File: src/rtl/fgen_pkg.sv
// Shared types for the function-generator sweep sequencer.
//   wave_t / gears_t : control codes forwarded to FuntionGenerator
//   dwell_t          : dwell length in clk_50MHz cycles
//   seg_t            : one segment table entry {wave, gears, dwell}
//   state_t          : sequencer FSM states
package fgen_pkg;

  localparam int WAVE_W  = 2;
  localparam int GEARS_W = 2;
  localparam int DWELL_W = 24;

  typedef logic [WAVE_W-1:0]  wave_t;
  typedef logic [GEARS_W-1:0] gears_t;
  typedef logic [DWELL_W-1:0] dwell_t;

  typedef struct packed {
    wave_t  wave;
    gears_t gears;
    dwell_t dwell;
  } seg_t;

  typedef enum logic [2:0] {
    ST_IDLE,
    ST_SETUP,
    ST_DWELL,
    ST_GAP,
    ST_FINISH
  } state_t;

  // A programmed dwell of 0 still runs the generator for one cycle.
  function automatic dwell_t dwell_eff(input dwell_t d);
    return (d == '0) ? dwell_t'(1) : d;
  endfunction

endpackage

File: src/rtl/fgen_seg_table.sv
// Segment table: NUM_SEG entries of {wave, gears, dwell}.
//   clk_50MHz, rst : clock, synchronous active-high clear of every entry
//   we, busy       : write strobe; writes are dropped while busy is high
//   waddr, wdata   : write index and entry value
//   raddr, rdata   : combinational read port
module fgen_seg_table
  import fgen_pkg::*;
#(
  parameter int NUM_SEG = 8,
  parameter int SEG_W   = 3
) (
  input  logic             clk_50MHz,
  input  logic             rst,
  input  logic             we,
  input  logic             busy,
  input  logic [SEG_W-1:0] waddr,
  input  seg_t             wdata,
  input  logic [SEG_W-1:0] raddr,
  output seg_t             rdata
);

  seg_t entry [NUM_SEG];

  always_ff @(posedge clk_50MHz) begin
    if (rst) begin
      for (int i = 0; i < NUM_SEG; i++) begin
        entry[i] <= '0;
      end
    end else if (we && !busy) begin
      entry[waddr] <= wdata;
    end
  end

  assign rdata = entry[raddr];

endmodule

File: src/rtl/fgen_sweep_sequencer.sv
// Sweep sequencer driving FuntionGenerator's wave_select/gears/rstn from a
// segment table. Segments 0..last_seg play in order with an output-off gap
// between them, optionally looping.
//   clk_50MHz, rst         : clock, synchronous active-high reset
//   cfg_we/addr/wave/
//   cfg_gears/cfg_dwell    : table write port (accepted only while idle)
//   last_seg, loop_en      : run shape, captured when a run starts
//   start, abort           : begin a run (sampled in IDLE) / stop at once
//   wave_select, gears,
//   gen_rstn               : generator controls (gen_rstn=1 -> running)
//   busy, done, cur_seg    : status; done pulses on normal completion
//
// state     | meaning
// ----------+-------------------------------------------------------------
// ST_IDLE   | waiting for start; generator held off, codes hold last run
// ST_SETUP  | codes of current segment loaded, generator still off
// ST_DWELL  | generator running, dwell counter counting down to 1
// ST_GAP    | generator off for GAP_CYCLES between segments
// ST_FINISH | one-cycle done pulse, then back to IDLE
module fgen_sweep_sequencer
  import fgen_pkg::*;
#(
  parameter int NUM_SEG    = 8,
  parameter int SEG_W      = 3,
  parameter int GAP_CYCLES = 4
) (
  input  logic               clk_50MHz,
  input  logic               rst,
  input  logic               cfg_we,
  input  logic [SEG_W-1:0]   cfg_addr,
  input  logic [WAVE_W-1:0]  cfg_wave,
  input  logic [GEARS_W-1:0] cfg_gears,
  input  logic [DWELL_W-1:0] cfg_dwell,
  input  logic [SEG_W-1:0]   last_seg,
  input  logic               loop_en,
  input  logic               start,
  input  logic               abort,
  output logic [WAVE_W-1:0]  wave_select,
  output logic [GEARS_W-1:0] gears,
  output logic               gen_rstn,
  output logic               busy,
  output logic               done,
  output logic [SEG_W-1:0]   cur_seg
);

  localparam int GAP_W = $clog2(GAP_CYCLES + 1);

  state_t             state_q, state_d;
  logic [SEG_W-1:0]   seg_q, seg_d;
  logic [SEG_W-1:0]   last_q, last_d;
  logic               loop_q, loop_d;
  dwell_t             cnt_q, cnt_d;
  logic [GAP_W-1:0]   gcnt_q, gcnt_d;
  wave_t              wave_d;
  gears_t             gears_d;
  logic [SEG_W-1:0]   cur_seg_d;
  logic               load;

  seg_t               wr_seg, rd_seg, ld_seg;
  logic [SEG_W-1:0]   raddr;

  assign wr_seg = '{wave: cfg_wave, gears: cfg_gears, dwell: cfg_dwell};
  assign raddr  = (state_q == ST_IDLE) ? '0 : seg_q;

  fgen_seg_table #(
    .NUM_SEG(NUM_SEG),
    .SEG_W  (SEG_W)
  ) u_table (
    .clk_50MHz(clk_50MHz),
    .rst      (rst),
    .we       (cfg_we),
    .busy     (busy),
    .waddr    (cfg_addr),
    .wdata    (wr_seg),
    .raddr    (raddr),
    .rdata    (rd_seg)
  );

  // A write to entry 0 on the start edge lands in the table on that same
  // edge, so the codes latched into SETUP are taken from the write data.
  always_comb begin
    ld_seg = rd_seg;
    if (state_q == ST_IDLE && cfg_we && cfg_addr == '0) begin
      ld_seg = wr_seg;
    end
  end

  always_comb begin
    state_d   = state_q;
    seg_d     = seg_q;
    last_d    = last_q;
    loop_d    = loop_q;
    cnt_d     = cnt_q;
    gcnt_d    = gcnt_q;
    wave_d    = wave_select;
    gears_d   = gears;
    cur_seg_d = cur_seg;
    load      = 1'b0;

    case (state_q)
      ST_IDLE: begin
        if (start) begin
          state_d = ST_SETUP;
          seg_d   = '0;
          last_d  = last_seg;
          loop_d  = loop_en;
          load    = 1'b1;
        end
      end
      ST_SETUP: begin
        state_d = ST_DWELL;
        cnt_d   = dwell_eff(rd_seg.dwell);
      end
      ST_DWELL: begin
        if (cnt_q == dwell_t'(1)) begin
          if (seg_q == last_q && !loop_q) begin
            state_d = ST_FINISH;
          end else begin
            state_d = ST_GAP;
            gcnt_d  = GAP_W'(GAP_CYCLES);
            seg_d   = (seg_q == last_q) ? '0 : seg_q + SEG_W'(1);
          end
        end else begin
          cnt_d = cnt_q - dwell_t'(1);
        end
      end
      ST_GAP: begin
        if (gcnt_q == GAP_W'(1)) begin
          state_d = ST_SETUP;
          load    = 1'b1;
        end else begin
          gcnt_d = gcnt_q - GAP_W'(1);
        end
      end
      ST_FINISH: begin
        state_d = ST_IDLE;
      end
      default: begin
        state_d = ST_IDLE;
      end
    endcase

    if (abort) begin
      state_d = ST_IDLE;
      load    = 1'b0;
    end

    if (load) begin
      wave_d    = ld_seg.wave;
      gears_d   = ld_seg.gears;
      cur_seg_d = seg_d;
    end
  end

  always_ff @(posedge clk_50MHz) begin
    if (rst) begin
      state_q     <= ST_IDLE;
      seg_q       <= '0;
      last_q      <= '0;
      loop_q      <= 1'b0;
      cnt_q       <= '0;
      gcnt_q      <= '0;
      wave_select <= '0;
      gears       <= '0;
      cur_seg     <= '0;
      gen_rstn    <= 1'b0;
      busy        <= 1'b0;
      done        <= 1'b0;
    end else begin
      state_q     <= state_d;
      seg_q       <= seg_d;
      last_q      <= last_d;
      loop_q      <= loop_d;
      cnt_q       <= cnt_d;
      gcnt_q      <= gcnt_d;
      wave_select <= wave_d;
      gears       <= gears_d;
      cur_seg     <= cur_seg_d;
      gen_rstn    <= (state_d == ST_DWELL);
      busy        <= (state_d != ST_IDLE);
      done        <= (state_d == ST_FINISH);
    end
  end

endmodule

File: config.mk
export PLATFORM = sky130hd
export DESIGN_NAME = fgen_sweep_sequencer
export DESIGN_NICKNAME = d
export VERILOG_FILES = /design/src/rtl/fgen_pkg.sv /design/src/rtl/fgen_seg_table.sv /design/src/rtl/fgen_sweep_sequencer.sv
export SDC_FILE = /design/constraint.sdc
export NUM_CORES = 1
export LEC_CHECK = 0
export BUFFER_PORTS_ARGS = -buffer_cell sky130_fd_sc_hd__buf_4
export CORE_ASPECT_RATIO = 1.75
export CORE_MARGIN = 4
export CORE_UTILIZATION = 50
export CTS_CLUSTER_SIZE = 16
export DETAILED_ROUTE_END_ITERATION = 6
export HOLD_SLACK_MARGIN = 0.08
export PLACE_DENSITY = 0.67
export SLEW_MARGIN = 20
export SYNTH_ARGS = -nofsm -noshare
export SYNTH_HDL_FRONTEND = slang
export SYNTH_SLANG_ARGS = --single-unit
File: constraint.sdc
create_clock -name clk_50MHz -period 5.75 [get_ports clk_50MHz]
set_input_delay 0.2875 -clock clk_50MHz [delete_from_list [all_inputs] [get_ports clk_50MHz]]
set_output_delay 0.2875 -clock clk_50MHz [all_outputs]
set_load 0.05 [all_outputs]
Yosys cells after proc, flatten, opt, wreduce, memory -nomap -nowiden
Memories as Yosys holds them, arrays and structs flattened. Cells that the tools add are included.

Register bits after elaboration: 47. RAM bits: 224. Bits of input ports: 40. Output and inout bits: 10. Memories kept: 1.

Add/sub/neg operators: 3. Equal/unequal tests: 12. Muxes and demuxes: 32. Reduce and logical (&&, ||, !) cells: 16.

Memory list: u_table.entry (depth 8, width 28, rd ports 1, clocked after memory_dff 0, write ports 8, RTL line fgen_seg_table.sv:22) `seg_t entry [NUM_SEG];`.

Operators with widths (number): two-way mux 28 bit (2); two-way mux 24 bit (2); one-hot mux 24 bit (2 select lines) (1); two-way mux 3 bit (14); OR reduction 28 bit (1); equality test 24 x 1 -> 1 bit, second input constant (1); logical NOT 24 bit (1); subtractor 24 x 1 -> 24 bit, second input constant (1); one-hot mux 3 bit (2 select lines) (2); one-hot mux 3 bit (4 select lines) (1); equality test 3 x 2 -> 1 bit, second input constant (3); two-way mux 1 bit (9); inequality test 2 bit, second input constant (4); equality test 3 x 1 -> 1 bit, second input constant (2); logical NOT 3 bit (2); logical AND 1 bit (4); AND reduction 2 bit (2); AND reduction 4 bit (1); nonzero test 2 bit (2); adder 3 x 1 -> 3 bit, second input constant (1); equality test 3 bit (1); equality test 3 bit, second input constant (1); nonzero test 3 bit (1); subtractor 3 x 1 -> 3 bit, second input constant (1); 2 further kinds (3).

Longest topological paths before layout
Gate-level depths: netlist of the first run.

Word-level depth: 7. Gate-level depth with buffers: 12. Mapped depth without buffers: 9.

Modules after synthesis
From an unflattened synthesis of the first run, not the netlist that was laid out.

Cell total of the unflattened synthesis: 1019. Area, all modules: 13091.3 µm².

By module, submodules not included: fgen_seg_table (instances 1, cells an instance 640, area each 10176.0 µm²); fgen_sweep_sequencer (instances 1, cells an instance 379, area each 2915.3 µm²).

Worst setup path before layout of the first run
OpenSTA, ideal clock, no wires.

Path kind: register -> register. Start point: register seg_q[0]. End point: register cnt_q[0]. Setup time: 0.091 ns. Arrival time: 2.164 ns. Data required time: 5.659 ns. Path slack: 3.495 ns. Stages on the path, launching flop included: 10. Path through: dfxtp_1 buf_2 buf_2 buf_2 mux4_2 o21ai_0 nand4_1 nor4_4 a31oi_1 a311oi_1.

Longest elaborated chain between the ends: 5.

RTL lines: start, declared (RTL line fgen_sweep_sequencer.sv:49) `logic [SEG_W-1:0] seg_q, seg_d;`; start signal, assigned (RTL line fgen_sweep_sequencer.sv:171) `seg_q <= seg_d;`; two-way mux 3 bit * (RTL line fgen_sweep_sequencer.sv:63) `assign raddr = (state_q == ST_IDLE) ? '0 : seg_q;`; memory read (8 x 28 bit) *; logical NOT 24 bit (RTL line fgen_pkg.sv:32) `return (d == '0) ? dwell_t'(1) : d;`; two-way mux 24 bit * (RTL line fgen_pkg.sv:32); one-hot mux 24 bit (2 select lines) * (RTL line fgen_sweep_sequencer.sv:100) `case (state_q)`; end signal, assigned (RTL line fgen_sweep_sequencer.sv:174) `cnt_q <= cnt_d;`; end, declared (RTL line fgen_sweep_sequencer.sv:52) `dwell_t cnt_q, cnt_d;`.

Every way passes the cells marked *; elsewhere a longest branch is shown, timed or not. A chain may end at the register's enable or synchronous reset.

Final worst setup path of the first run
Start point: register seg_q[1]. End point: register cnt_q[0].

The elaborated chain is that of the path after synthesis.

==> results.md, run 1 <==
- Worst-path maximum fanout: 27
- Synthesized flop and latch total: 271
- Max IR drop VDD: 0.1783 mV
- Drt total wl: 35850 µm
- Crit-path max cell delay: 0.72 ns
- Post-Route Skew: 0.01869 ns
- Routed len/inst: 23.20 µm
- Grt ovf: 0
- # Max-Cap Violations: 0
- LEAKAGE: 5.432 nW
- Highest Signal Layer: met4
- DRC violations left: 0
- Cell Rows: 78
- Final-report setup violation count: 0
- Via/cell ratio: 6.036
- Final Cell Area: 14860 µm²
- Clock root buffer: clkbuf_16
- Pre-CTS setup slack: 2.505 ns
- Yosys synthesis warning count: 0
- HP Start: cfg_dwell[11]
- Mapped Cells: 1176
- RSZ-0062 raised after global routing: no
- Worst path top cell family by delay: compound AO/OA/AOI/OAI gates
- Crit path cell chain: buf_4 -> o31a_1 -> o221ai_1 -> nor3_1 -> o2111ai_1 -> nor4_4 -> a31oi_1 -> a311oi_1
- Post-synth ARST share: 0%
- Area Growth Syn to Fin: 11.99%
- Post-CTS Setup Repair Bufs: 0
- Syn_area_per_cell: 11.28 µm²
- Share of cells above drive strength 1: 14.12%
- CTS Buffer Depth: 3
- Slowest stage cell, crit path: dfxtp_2
- Fin. Hold Viols: 0
- Die H: 223.5 µm
- Worst slew pin tran: 1.177 ns
- Clk sink count: 271
- Global Route Usage Sum: 24.30%
- Minimum clock period: 3.324 ns
- Die area: 29310 µm²
- Top FF cell, synth: edfxtp_1
- Starting Density: 50.92%
- Slew headroom: 21.28%
- I/O pin count: 50
- Mapped Area: 13270 µm²
- Router iterations before antenna repair: 7
- Synth Net Count: 1221
- Starting DRT DRC Count: 798
- CP startpoint kind: register
- Fmax: 300.8 MHz
- Clock Latency Late Sink: 0.55 ns
- Period utilisation layout: 57.81%
- Fin. max-slew vios: 0
- Number of global-route vias before repair: 9455
- Crit path kind: register to register
- First-pass GRT wire length: 55380 µm
- Reg2reg start: seg_q[1]
- Crit end category: register
- Buf+Inv Stages, Crit Path: 1
- Number of inserted diodes: 0
- Depth of the CTS H-tree: 1
- WL met3: 1963 µm
- WL met2: 18520 µm
- Reg-to-Reg End: cnt_q[0]
- Critical Path RT: 6.20 ns
- M1 wire length: 13730 µm
- Sequential-to-total area share from yosys stat: 57.78%
- Pwr Density: 292.7 nW/µm²
- Filler instances: 2156
- Post-synth EDFFs: 224
- Nets: 1250
- Core area: 26060 µm²
- Routability congestion estimate: 0.8995
- Synth unique cells: 76
- HPWL after DPL: 22770 µm
- CTS Buf Count: 26
- Initial antenna violation count: 0
- Hold Crit Class: input port to register
- Via count: 9325
- Die W: 131.1 µm
- Pin count of the biggest net entering global routing: 54
- Setup ws final: 2.426 ns
- CTS tree: done
- Hold depth: 2
- Port bufs: 49
- Min-Delay Endpoint: u_table.entry[0][11]
- Arr. time, crit path: 3.78 ns
- Fin Setup TNS: 0 ns
- Reg clk slew, reported paths: 0.07 ns
- Placed inst area: 13810 µm²
- Status: complete, no violations
- R2R setup slack: 2.43 ns
- Antenna viol nets, final: 0
- R2R depth: 8
## sequential cells by signal (all words and copies together) (netlist names)
signal and cells:
u_table.entry 224, cnt_q 24, last_q 3, cur_seg 3, seg_q 3, gcnt_q 3, busy 1, gears 2
gen_rstn 1, state_q 3, done 1, loop_q 1, wave_select 2
## final cells by class
| class | instances | area [µm²] | area share [%] |
|---|---|---|---|
| timing repair buffer | 86 | 695.7 | 4.682 |
| sequential | 271 | 7674 | 51.64 |
| clock inverter | 19 | 161.4 | 1.086 |
| clock buffer | 29 | 683.2 | 4.597 |
| multi-input combinational | 804 | 5185 | 34.89 |
| tap | 320 | 400.4 | 2.695 |
| inverter | 16 | 60.06 | 0.4042 |
## layer usage
| metal | GRT usage [%] | vias up |
|---|---|---|
| met5 | 0 | - |
| met4 | 10.92 | 0 |
| li1 | - | 4322 |
| met1 | 28.71 | 4535 |
| met3 | 3.069 | 88 |
| met2 | 44.22 | 380 |
## metrics by stage
| step | power (W) | cells | utilization, % | hold slack, ns |
|---|---|---|---|---|
| after global routing | 0.004481 | 1545 | 57.02 | 0.09900 |
| after global placement | 0.002666 | 1477 | 53.00 | 0.4631 |
| final | 0.004349 | 1545 | 57.02 | 0.09601 |
| after detailed placement | 0.002670 | 1477 | 53.00 | 0.4646 |
| after floorplan | 0.002519 | 1176 | - | 0.3642 |
| after CTS | 0.004367 | 1545 | 57.01 | 0.08649 |
## cell families after synthesis
group	share of synthesized area (%)
DFF	57.78
xor gates and xnor gates	0.5281
buffers and inverters	3.517
adders and majority gates	0.4715
AOI/OAI and AO/OA	11.09
muxes	5.196
and+or+nand+nor	21.41
## worst reg2reg max path: stages, from the launching register on
cell and delay [ns]:
dfxtp_2 0.72, buf_4 0.45, o31a_1 0.63, o221ai_1 0.34
nor3_1 0.24, o2111ai_1 0.18, nor4_4 0.32, a31oi_1 0.11
a311oi_1 0.25
## where the power goes
part	internal [W]	switching (W)	total [W]	leakage, nW
registers	0.00221	0.0000446	0.00225	2.72
clock network	0.000950	0.000758	0.00171	0.396
logic	0.000132	0.000256	0.000388	2.31
total	0.00329	0.00106	0.00435	5.43
## cells in the mapped netlist (19+ instances only)
| cell type | instances | area, µm² |
|---|---|---|
| a211oi_1 | 19 | 142.6 |
| edfxtp_1 | 224 | 6726 |
| and2_1 | 232 | 1451 |
| buf_2 | 22 | 110.1 |
| nand2_1 | 81 | 304.0 |
| clkbuf_1 | 48 | 180.2 |
| mux2i_1 | 34 | 340.3 |
| a21oi_1 | 48 | 240.2 |
| o21ai_0 | 47 | 235.2 |
| nor2_1 | 72 | 270.3 |
| nor3_1 | 30 | 150.1 |
| dfxtp_1 | 47 | 940.9 |
## how the worst max path moves through the flow
stage | start | endpoint | slack [ns] | cells after the start
after floorplan | seg_q[0] | cnt_q[0] | 3.50 | 9
after global placement | seg_q[1] | cnt_q[0] | 2.55 | 8
after detailed placement | seg_q[1] | cnt_q[0] | 2.51 | 8
after CTS | seg_q[1] | cnt_q[0] | 2.46 | 8
after global routing | seg_q[1] | cnt_q[0] | 2.21 | 8
final | seg_q[1] | cnt_q[0] | 2.43 | 8
## placed cells by master, fill, tap and decap left out, types with 6 or more instances in the layout
cell,netlist,layout
dlygate4sd3_1,0,20
nor4_1,6,6
nand2_1,81,81
or2_2,10,10
nand4_1,6,6
nand3_1,17,17
nor3_1,30,28
buf_4,8,66
mux2i_1,34,34
nor2_1,72,66
or3_1,6,6
mux4_2,7,7
o21ai_0,47,47
a31oi_1,17,17
nand2b_1,7,7
inv_1,16,16
a22oi_1,6,6
nor2b_1,16,16
nand3b_1,6,6
dfxtp_1,47,44
nor2_2,1,6
o221ai_1,7,7
clkinvlp_4,0,6
mux2_2,17,17
a21oi_1,48,47
and2_1,232,232
a211oi_1,19,19
clkbuf_16,0,27
edfxtp_1,224,224
a221oi_1,13,13
o22ai_1,13,13
## repair_timing
action                                 4_1_cts  5_1_grt
hold buffers                                20        0
endpoints found under the hold margin       90        0
resized for setup                            0        0
No activity file was read; power rests on OpenSTA's default activity.
==> run 2: changes to the inputs <==
- ABC_AREA: default -> 1
- PLACE_DENSITY: 0.67 -> 0.69
- clock period: 5.75 -> 2.8 ns (I/O delays scaled with it)
==> run 2 against run 1 <==
Against the previous run: maximum frequency up 37%; combinational power rose by 140%; clock skew down 0.0048 ns; critical path type unchanged.
==> results.md, run 2 <==
- Status: complete, no violations
- NetSw: 0.002178 W
- CTS tree: done
- Post-synth top cells: 361 x nor2_1, 259 x nand2_1, 224 x edfxtp_1, 158 x inv_1, 132 x nand3_1
- Routed len/inst: 18.85 µm
- Design internal power: 0.006785 W
- Period utilisation layout: 86.50%
- Synth Net Count: 1555
- Minimum clock period: 2.422 ns
- Crit end category: register
- Register with the most flip-flops: u_table.entry
- Worst-path maximum fanout: 90
- # Max-Cap Violations: 0
- Fmax: 412.9 MHz
- Pwr Density: 593.8 nW/µm²
- Slew headroom: 45.16%
- Initial antenna violation count: 1
- HPWL after DPL: 21860 µm
- Starting DRT DRC Count: 929
- Clock Latency Late Sink: 0.54 ns
- Most common cell in the netlist: nor2_1
- Router iterations before antenna repair: 5
- Crit path kind: register to register
- Top FF cell, synth: edfxtp_1
- Fin. max-slew vios: 0
- Sw Share: 24.30%
- Final-report setup violation count: 0
- Post-Place Cells: 1835
- Top Registers: u_table.entry (224), cnt_q (24)
- Die area: 29100 µm²
- Synthesized flop and latch total: 271
- Post-synth EDFFs: 224
- Via/cell ratio: 5.571
- RSZ-0062 raised after global routing: no
- Arr. time, crit path: 2.90 ns
- Die W: 130.7 µm
- Biggest area consumer among synthesized cells: edfxtp_1
- Clock Power Share: 38.0%
- Fin. Hold Viols: 0
- Final Power: 0.008963 W
- Area contributors post-synth: edfxtp_1 51%, nor2_1 10%, nand2_1 7.4%
- Clk sink count: 271
- Yosys top cell area share: 51.07%
- Via count: 10685
- Most frequent cells in the layout: 361 x nor2_1, 258 x nand2_1, 224 x edfxtp_1
- First-pass GRT wire length: 56130 µm
- Reg clk slew, reported paths: 0.06 ns
- Synth unique cells: 39
- LEAKAGE: 6.516 nW
- Flop pwr share: 51.6%
- Pin count of the biggest net entering global routing: 103
- Grt ovf: 0
- Share of cells above drive strength 1: 8.829%
- Critical Path RT: 3.27 ns
- Antenna viol nets, final: 0
- Global Route Usage Sum: 25.05%
- CTS Buf Count: 26
- Sequential-to-total area share from yosys stat: 58.22%
- Non-Filler Instances: 1918
- Area Growth Syn to Fin: 14.62%
- Port bufs: 49
- Post-Route Skew: 0.01392 ns
- Nets: 1625
- Max IR drop VDD: 0.4778 mV
- Number of global-route vias before repair: 10283
- DRC violations left: 0
- Fin Setup TNS: 0 ns
- Core area: 25960 µm²
- CP startpoint kind: register
- Cell Rows: 78
- Worst slew pin tran: 0.8225 ns
- Mapped Cells: 1510
- Mapped Area: 13170 µm²
- Starting Density: 50.73%
- Post-synth ARST share: 0%
- Most common cell after layout, fill and taps aside: nor2_1
- Hold Crit Class: input port to register
- Clock root buffer: clkbuf_16
- Combinational Power Share: 10.4%
- CTS Buffer Depth: 3
- Syn_area_per_cell: 8.722 µm²
- Max reg flops: 224
- Yosys synthesis warning count: 0
- Routability congestion estimate: 0.8582
- Drt total wl: 36160 µm
- Depth of the CTS H-tree: 1
- I/O pin count: 50
- Die H: 222.7 µm
## run 2: cell types whose count changed after synthesis, sizes merged, moves of 18 or more
cell | previous run | this run
nor2 | 73 | 363
and2 | 234 | 0
nand2 | 82 | 262
inv | 16 | 162
nand3 | 17 | 132
nand3b | 6 | 49
mux2i | 34 | 0
o21ai | 50 | 78
nor3 | 31 | 9
a211oi | 19 | 1
## run 2: metal layers
metal	routed length [µm]	GRT usage (%)	share of wire (%)
met5	0	0	0
met4	1467	10.96	4.1
met3	2559	2.935	7.1
met2	18820	43.85	52
met1	13310	30.52	37
## run 2: repair_timing
| action | in CTS | in global routing |
|---|---|---|
| buffers inserted | 0 | 0 |
| hold endpoints to repair | 246 | 0 |
| gates resized for setup | 0 | 0 |
| hold buffers | 37 | 0 |
## run 2: worst paths after layout
path / slack, ns / startpoint / cells after the start / to
worst min register to register: 0.46 / loop_q / 2 / loop_q
worst max register to register: 0.38 / state_q[2] / 17 / cnt_q[0]
worst max-delay path: 0.38 / state_q[2] / 17 / cnt_q[0]
worst min-delay path: 0.23 / cfg_we / 4 / wave_select[1]
## run 2: cell families after synthesis
kind of cell,share of synthesized area (%)
AND/OR/NAND/NOR,26.52
flip-flops,58.22
buffers and inverters,7.648
AO/OA/AOI/OAI,6.679
XOR/XNOR,0.4655
adder cells (fa/ha/maj),0.4750
## run 2: through the flow
stage	hold WS (ns)	setup slack (ns)	instance area [µm²]	utilization (%)
after global routing	0.2644	0.06629	15090	58.14
after floorplan	0.2185	0.3002	13170	-
after detailed placement	0.4293	0.4113	13920	53.62
final	0.2280	0.3780	15100	58.15
after CTS	0.2212	0.3880	15090	58.14
after global placement	0.4273	0.4265	13920	53.62
## run 2: worst max-delay path, cell delays in order, from the launching register on
cell	delay, ns
dfxtp_1	0.32
nor2_1	0.16
nand2_2	0.16
nand2_4	0.11
buf_12	0.35
buf_4	0.29
nand2_1	0.07
nand3_1	0.06
nand2_1	0.05
nand2_1	0.05
nand2_1	0.07
nor2_1	0.10
nand2_1	0.07
nor2_1	0.16
nand2_1	0.07
nand2_1	0.06
nand2_1	0.05
a21oi_1	0.11
## run 2: cell type report
type                            instances  area (µm²)
Sequential cell                       271        7671
Clock buffer                           34       701.9
Inverter                              164       615.6
Antenna cell                            1       2.502
Clock inverter                         11       101.3
Multi-Input combinational cell        990        4507
Timing Repair Buffer                  127        1096
Tap cell                              320       400.4
Fill cell                            2298       10860
## run 2: power by group through the flow
stage / clock (W) / combinational, W / sequential, W
2_1_floorplan: 0 / 0.000553 / 0.00472
3_3_place_gp: 0 / 0.000868 / 0.00470
3_5_place_dp: 0 / 0.000882 / 0.00471
4_1_cts: 0.00347 / 0.000928 / 0.00462
5_1_grt: 0.00361 / 0.00103 / 0.00464
6_report: 0.00341 / 0.000929 / 0.00462
